File: src/rtl/dmem_arbiter.sv
// Round-robin two-port arbiter/sequencer in front of a single-ported data memory.
// Each access walks IDLE -> ACCESS -> RESP; illegal addresses never assert mem_we.
module dmem_arbiter #(
  parameter int DEPTH = 16,
  parameter int AW    = 32,
  parameter int DW    = 32
) (
  input  logic          clk,
  input  logic          rst_n,
  input  logic          req0,
  input  logic          req1,
  input  logic          we0,
  input  logic          we1,
  input  logic [AW-1:0] addr0,
  input  logic [AW-1:0] addr1,
  input  logic [DW-1:0] wdata0,
  input  logic [DW-1:0] wdata1,
  output logic          ready0,
  output logic          ready1,
  output logic [DW-1:0] rdata0,
  output logic [DW-1:0] rdata1,
  output logic          err0,
  output logic          err1,
  output logic          mem_we,
  output logic [AW-1:0] mem_addr,
  output logic [DW-1:0] mem_wdata,
  input  logic [DW-1:0] mem_rdata,
  output logic          busy
);
  typedef enum logic [1:0] {IDLE = 2'd0, ACCESS = 2'd1, RESP = 2'd2} state_t;

  typedef struct packed {
    logic we;
    logic ill;
    logic gnt;
  } lat_req_t;

  localparam logic [AW-1:0] LIMIT = AW'(DEPTH * 4);

  state_t   state;
  logic     prio;
  lat_req_t cur;

  logic          sel;
  logic          sel_we;
  logic          sel_ill;
  logic [AW-1:0] sel_addr;
  logic [DW-1:0] sel_wdata;
  logic          rd_ok;

  always_comb begin
    // A lone requester wins outright; a tie goes to the priority pointer.
    sel       = (req0 & req1) ? prio : req1;
    sel_we    = sel ? we1 : we0;
    sel_addr  = sel ? addr1 : addr0;
    sel_wdata = sel ? wdata1 : wdata0;
    sel_ill   = (sel_addr[1:0] != 2'b00) || (sel_addr >= LIMIT);
    rd_ok     = ~cur.we & ~cur.ill;
  end

  always_ff @(posedge clk or negedge rst_n) begin
    if (!rst_n) begin
      state     <= IDLE;
      prio      <= 1'b0;
      cur       <= '0;
      busy      <= 1'b0;
      mem_we    <= 1'b0;
      mem_addr  <= '0;
      mem_wdata <= '0;
      ready0    <= 1'b0;
      ready1    <= 1'b0;
      err0      <= 1'b0;
      err1      <= 1'b0;
      rdata0    <= '0;
      rdata1    <= '0;
    end else begin
      case (state)
        IDLE: begin
          if (req0 | req1) begin
            state     <= ACCESS;
            busy      <= 1'b1;
            prio      <= ~sel;
            cur       <= '{we: sel_we, ill: sel_ill, gnt: sel};
            mem_we    <= sel_we & ~sel_ill;
            mem_addr  <= sel_addr;
            mem_wdata <= sel_wdata;
          end
        end
        ACCESS: begin
          // Write commits at this edge; read data is captured from the array now.
          state     <= RESP;
          mem_we    <= 1'b0;
          mem_addr  <= '0;
          mem_wdata <= '0;
          ready0    <= ~cur.gnt;
          ready1    <= cur.gnt;
          err0      <= ~cur.gnt & cur.ill;
          err1      <= cur.gnt & cur.ill;
          rdata0    <= (~cur.gnt & rd_ok) ? mem_rdata : '0;
          rdata1    <= (cur.gnt & rd_ok) ? mem_rdata : '0;
        end
        RESP: begin
          state  <= IDLE;
          busy   <= 1'b0;
          ready0 <= 1'b0;
          ready1 <= 1'b0;
          err0   <= 1'b0;
          err1   <= 1'b0;
          rdata0 <= '0;
          rdata1 <= '0;
        end
        default: begin
          state <= IDLE;
          busy  <= 1'b0;
        end
      endcase
    end
  end
endmodule

File: config.mk
export PLATFORM = sky130hd
export DESIGN_NAME = dmem_arbiter
export DESIGN_NICKNAME = d
export VERILOG_FILES = /design/src/rtl/dmem_arbiter.sv
export SDC_FILE = /design/constraint.sdc
export NUM_CORES = 1
export LEC_CHECK = 0
export BUFFER_PORTS_ARGS = -buffer_cell sky130_fd_sc_hd__buf_2
export CORE_AREA = 2 2 137 139
export CTS_CLUSTER_SIZE = 28
export DETAILED_ROUTE_END_ITERATION = 12
export DIE_AREA = 0 0 139 141
export HOLD_SLACK_MARGIN = 0.1
export PLACE_DENSITY = 0.75
export SLEW_MARGIN = 20
export SYNTH_ARGS = -nofsm -noshare
export SYNTH_HDL_FRONTEND = slang
export SYNTH_SLANG_ARGS = --single-unit
File: constraint.sdc
create_clock -name clk -period 2 [get_ports clk]
set_input_delay 0.3 -clock clk [delete_from_list [all_inputs] [get_ports clk]]
set_output_delay 0.3 -clock clk [all_outputs]
set_load 0.02 [all_outputs]
# Word-level counts from Yosys, hierarchy flattened
# Cells that the tools add are included.
# op_classes
muxes	22
reduce_logical	8
eq_ne	3
n_lt_le_gt_ge	1
bitwise_logic	14
# ops
op	n
$pmux W32 S2	4
$mux W32	6
$ge A32 B7 Y1 const B	1
$pmux W1 S2	6
$and A1 B1 Y1	7
$not A1 Y1	6
$reduce_and A2 Y1	3
$reduce_bool A2 Y1	3
$mux W1	4
$pmux W2 S2	1
$eq A2 B1 Y1 const B	1
$eq A2 B2 Y1 const B	1
$logic_not A2 Y1	1
$mux W2	1
$ne A2 B2 Y1 const B	1
$logic_or A1 B1 Y1	1
$or A1 B1 Y1	1
# word_totals
ff_bits	140
out_inout_bits	134

# Longest topological paths before layout
# logic_depth
depth_word	9
depth_mapped	8
ltp_nobuf	6

# Least setup slack after synthesis
# No wires, ideal clock.
# synth_timing
path_type	register to register
startpoint	register state[0]
endpoint	register mem_we
required_time_ps	1896
n_path_buf	2
path_stages_with_launch	9
period_less_slack_ps	1755
slack_ps	245
t_arrival_ps	1651
setup_ps	104
cell_sequence	dfrtp_1 -> inv_1 -> ha_1 -> or3b_1 -> o21ai_1 -> buf_4 -> buf_2 -> nand2_1 -> o41ai_2
# synth_via
elab_chain_len	3
elab_cells_between_ends	6
cone_classes	eq/ne (2); mux (1); reduce/logical (3)
# synth_lines
item	line	rtl
from (decl)	40	state_t state;
from (signal assigned)	63	state <= IDLE;
from (signal assigned)	80	state <= ACCESS;
from (signal assigned)	91	state <= RESP;
$eq A2 B1 Y1 / $logic_not A2 Y1 (equally long branches)	77	case (state)
$reduce_bool A2 Y1 (no line) / $ne A2 B2 Y1 (equally long branches)	--	
$reduce_and A2 Y1 (no line)	--	
to (signal assigned)	84	mem_we <= sel_we & ~sel_ill;
to (decl)	24	output logic mem_we,
# Several ways; a longest one is shown, not always the timed one.
# A chain may end at the register's enable or synchronous reset.

# Final worst setup path
# layout_timing
startpoint	register state[0]
endpoint	register mem_wdata[5]
# layout_via
elab_chain_len	3
elab_cells_between_ends	6
cone_classes	eq/ne (2); mux (1); reduce/logical (3)
# layout_lines
item	line	rtl
$eq A2 B1 Y1 / $logic_not A2 Y1 (equally long branches)	77	
$reduce_bool A2 Y1 (no line) / $ne A2 B2 Y1 (equally long branches)	--	
$reduce_and A2 Y1 (no line)	--	
to (signal assigned)	86	mem_wdata <= sel_wdata;
to (decl)	26	output logic [DW-1:0] mem_wdata,
# Several ways; a longest one is shown, not always the timed one.

==> impl_metrics.ini <==
[grt]
track_usage_pct = 18.4
grt_pass1_vias = 5559
met1_usage_pct = 22.5
grt_overflow = 0
grt_max_degree = 99
grt_busiest_layer = met2
grt_util_met3_pct = 4.25
grt_antenna_before_repair = 0
grt_pass1_wl_um = 28600
grtUsageMet2_pct = 32.1

[layout]
layout-drive-gt1-share_pct = 40.1
n_antenna_cell = 0
area.growth.synth_to_final_pct = 39.1
nFillCells = 1716
nNetsFinal = 1054
postLayoutCellArea_mm2 = 0.00867

[die]
ios = 300
placementRows = 50
die_w_um = 139
die_area_mm2 = 0.0196
start_util_pct = 34.1
coreArea_mm2 = 0.0183
die_h_um = 141

[clocking]
htreeDepth = 4
max-clock-path-buffers = 2
clock-sinks = 140
clkSlewWorstSetupHoldPaths_ns = 0.06
cts_buffers = 17
clk_latency_ns = 0.41
post-cts-setup-buffers = 0
cts-root-buf = clkbuf_16
cts_hold_buf = 1
cts_resized = 0
cts_tree = yes

[timing]
finalCritPeriodShare_pct = 91.6
report.final.slew_viol_count = 0
fin_worst_skew_ns = 0.0116
relSlewSlack_pct = 68.8
hold_viol_final = 0
worst_slew_pin_slew_ns = 0.455
clock.fmax_ghz = 0.546
finalSetupViolCount = 0
whs_ns = 0.153
totalNegativeSetupSlack_ns = 0
rsz0062_at_grt = false
fin_crit_ns = 1.83

[logic_synthesis]
synth_compound_area_share_pct = 14.0
ys_seq_area_share_pct = 56.2
yosysMostFrequentCell = dfrtp_1
synth_commonest_cells = dfrtp_1 (140), inv_1 (70), nand2_1 (69), mux2i_1 (65), o22ai_1 (64)
synthCells = 594
synth-simple-area-share_pct = 11.0
synthXorXnorAreaFrac_pct = 0
yosysTopAreaCellShare_pct = 56.2
yosys_warnings = 0
synth_top_family_by_area = compound AO/OA/AOI/OAI gates
synthTopCellsByArea = dfrtp_1 (56%), mux2i_1 (10%), o22ai_1 (6.4%), inv_1 (4.2%), nand2_1 (4.2%)
syn_nets = 763
synth_edf_count = 0
synth_top_flop_cell = dfrtp_1
ys_ff_latch = 140
synth_top_cell_by_area = dfrtp_1
async_flop_share_pct = 100
synth_cell_types = 36
syn_area_per_cell_um2 = 10.5
synthAdderAreaFrac_pct = 0.602
syn_area_mm2 = 0.00623
synthMuxAreaShare_pct = 10.8

[detailed_routing]
drt-vias-per-instance = 4.82
drc = 0
route.vias.total = 5458
avgRoutedWirePerCell_um = 15.7
dr.pass1.iters = 4
drt-total-wl_um = 17700
ant_nets = 0
initialDrtViolationCount = 182

[run]
max_cap_viol_count = 0

[critical_path]
worstSetupPathType = reg2reg
crit_required_ns = 2.31
worstPathArrival_ns = 2.14
crit_fanout = 36
end_kind = flip-flop
startpoint_type = flip-flop

[placed_design]
dp_hpwl_um = 12900
place.gp.congestion = 0.841
port_buffers = 299
placed_area_mm2 = 0.00804

[power_and_ir_drop]
p_per_area_mw_per_mm2 = 1310
p_leak_nw = 4.50
peakVddDrop_mv = 0.679

[hold_path]
hold_class = in2reg

[status]
status = finished clean
==> flip-flops by register name, summed over array words and instances (netlist names), 2 cells and up <==
register / flops
state: 2
cur: 3
rdata0: 32
rdata1: 32
mem_wdata: 32
mem_addr: 32
==> cells by family (layout without fill, tap and decap cells) <==
group | Yosys count | after routing
DFF | 140 | 140
adders and majority gates | 3 | 3
muxes | 67 | 67
and+or+nand+nor | 127 | 127
AOI/OAI and AO/OA | 144 | 144
buffers and inverters | 113 | 417
==> placed cells by master, fill, tap and decap left out, types with 2 or more instances in the layout <==
cell type   Yosys  layout
o32ai_1         2       2
mux2i_1        65      65
o21ai_1        30      29
nand4_1         2       2
o22ai_1        64      64
or4_1           2       2
o21ai_0        39      39
nand2_1        69      69
clkinv_2        0       2
nor2_1          2       2
clkinvlp_4      0       5
buf_4           2       9
clkbuf_8        0       2
buf_12          0       6
nor4_1          9       9
inv_1          70      70
buf_2          14     298
dfrtp_1       140     140
clkbuf_16       0      17
bufinv_16       0       3
ha_1            3       2
o31a_1          2       2
nand3b_1       33      33
inv_6           0       2
mux2_2          2       2
or4_2           2       2
or3_1           2       2
==> worst paths after layout <==
path                         startpoint             to  slack (ns)  cells past startpoint
max reg2reg                    state[0]   mem_wdata[5]        0.17                      6
max                            state[0]   mem_wdata[5]        0.17                      6
min reg2reg                mem_addr[15]   mem_addr[15]        0.47                      2
min                          wdata1[27]  mem_wdata[27]        0.15                      3
min in group asynchronous         rst_n      rdata0[4]        0.41                      2
max in group asynchronous         rst_n  mem_wdata[20]        0.90                      3
==> routing by layer <==
layer  wire (um)  up-vias
li1            -     2646
met1        7580     2582
met2        8790      212
met3         996       18
met4         360        0
met5           0        -
==> metrics by stage <==
step | total power, W | setup slack [ns] | std cells | utilization, %
floorplan | 0.00656 | 0.245 | 594 | -
global placement | 0.00808 | 0.243 | 1099 | 44.0
detailed placement | 0.00817 | 0.205 | 1099 | 44.0
CTS | 0.0115 | 0.151 | 1132 | 47.5
global route | 0.0121 | 0.0500 | 1132 | 47.5
finish | 0.0113 | 0.167 | 1132 | 47.5
==> power breakdown <==
group | switching (W) | internal, W | total, W | leakage [nW]
Combinational | 0.00287 | 0.00153 | 0.00440 | 2.33
Clock | 0.00122 | 0.00203 | 0.00325 | 0.288
Sequential | 0.000300 | 0.00339 | 0.00369 | 1.88
Total | 0.00439 | 0.00696 | 0.0113 | 4.50
==> critical path, cell delays in order (launching register included) <==
cell     delay, ns
dfrtp_1       0.40
inv_1         0.13
ha_4          0.21
o21ai_2       0.11
or2_2         0.44
buf_12        0.22
o21ai_0       0.22
==> cell type report <==
class	count	area, um^2	area share [%]
Inverter	70	263	3.03
Timing Repair Buffer	315	1700	19.6
Multi-Input combinational cell	341	2290	26.4
Tap cell	234	293	3.38
Clock inverter	13	164	1.89
Clock buffer	19	453	5.23
Sequential cell	140	3500	40.4
No activity file was read; power rests on OpenSTA's default activity.
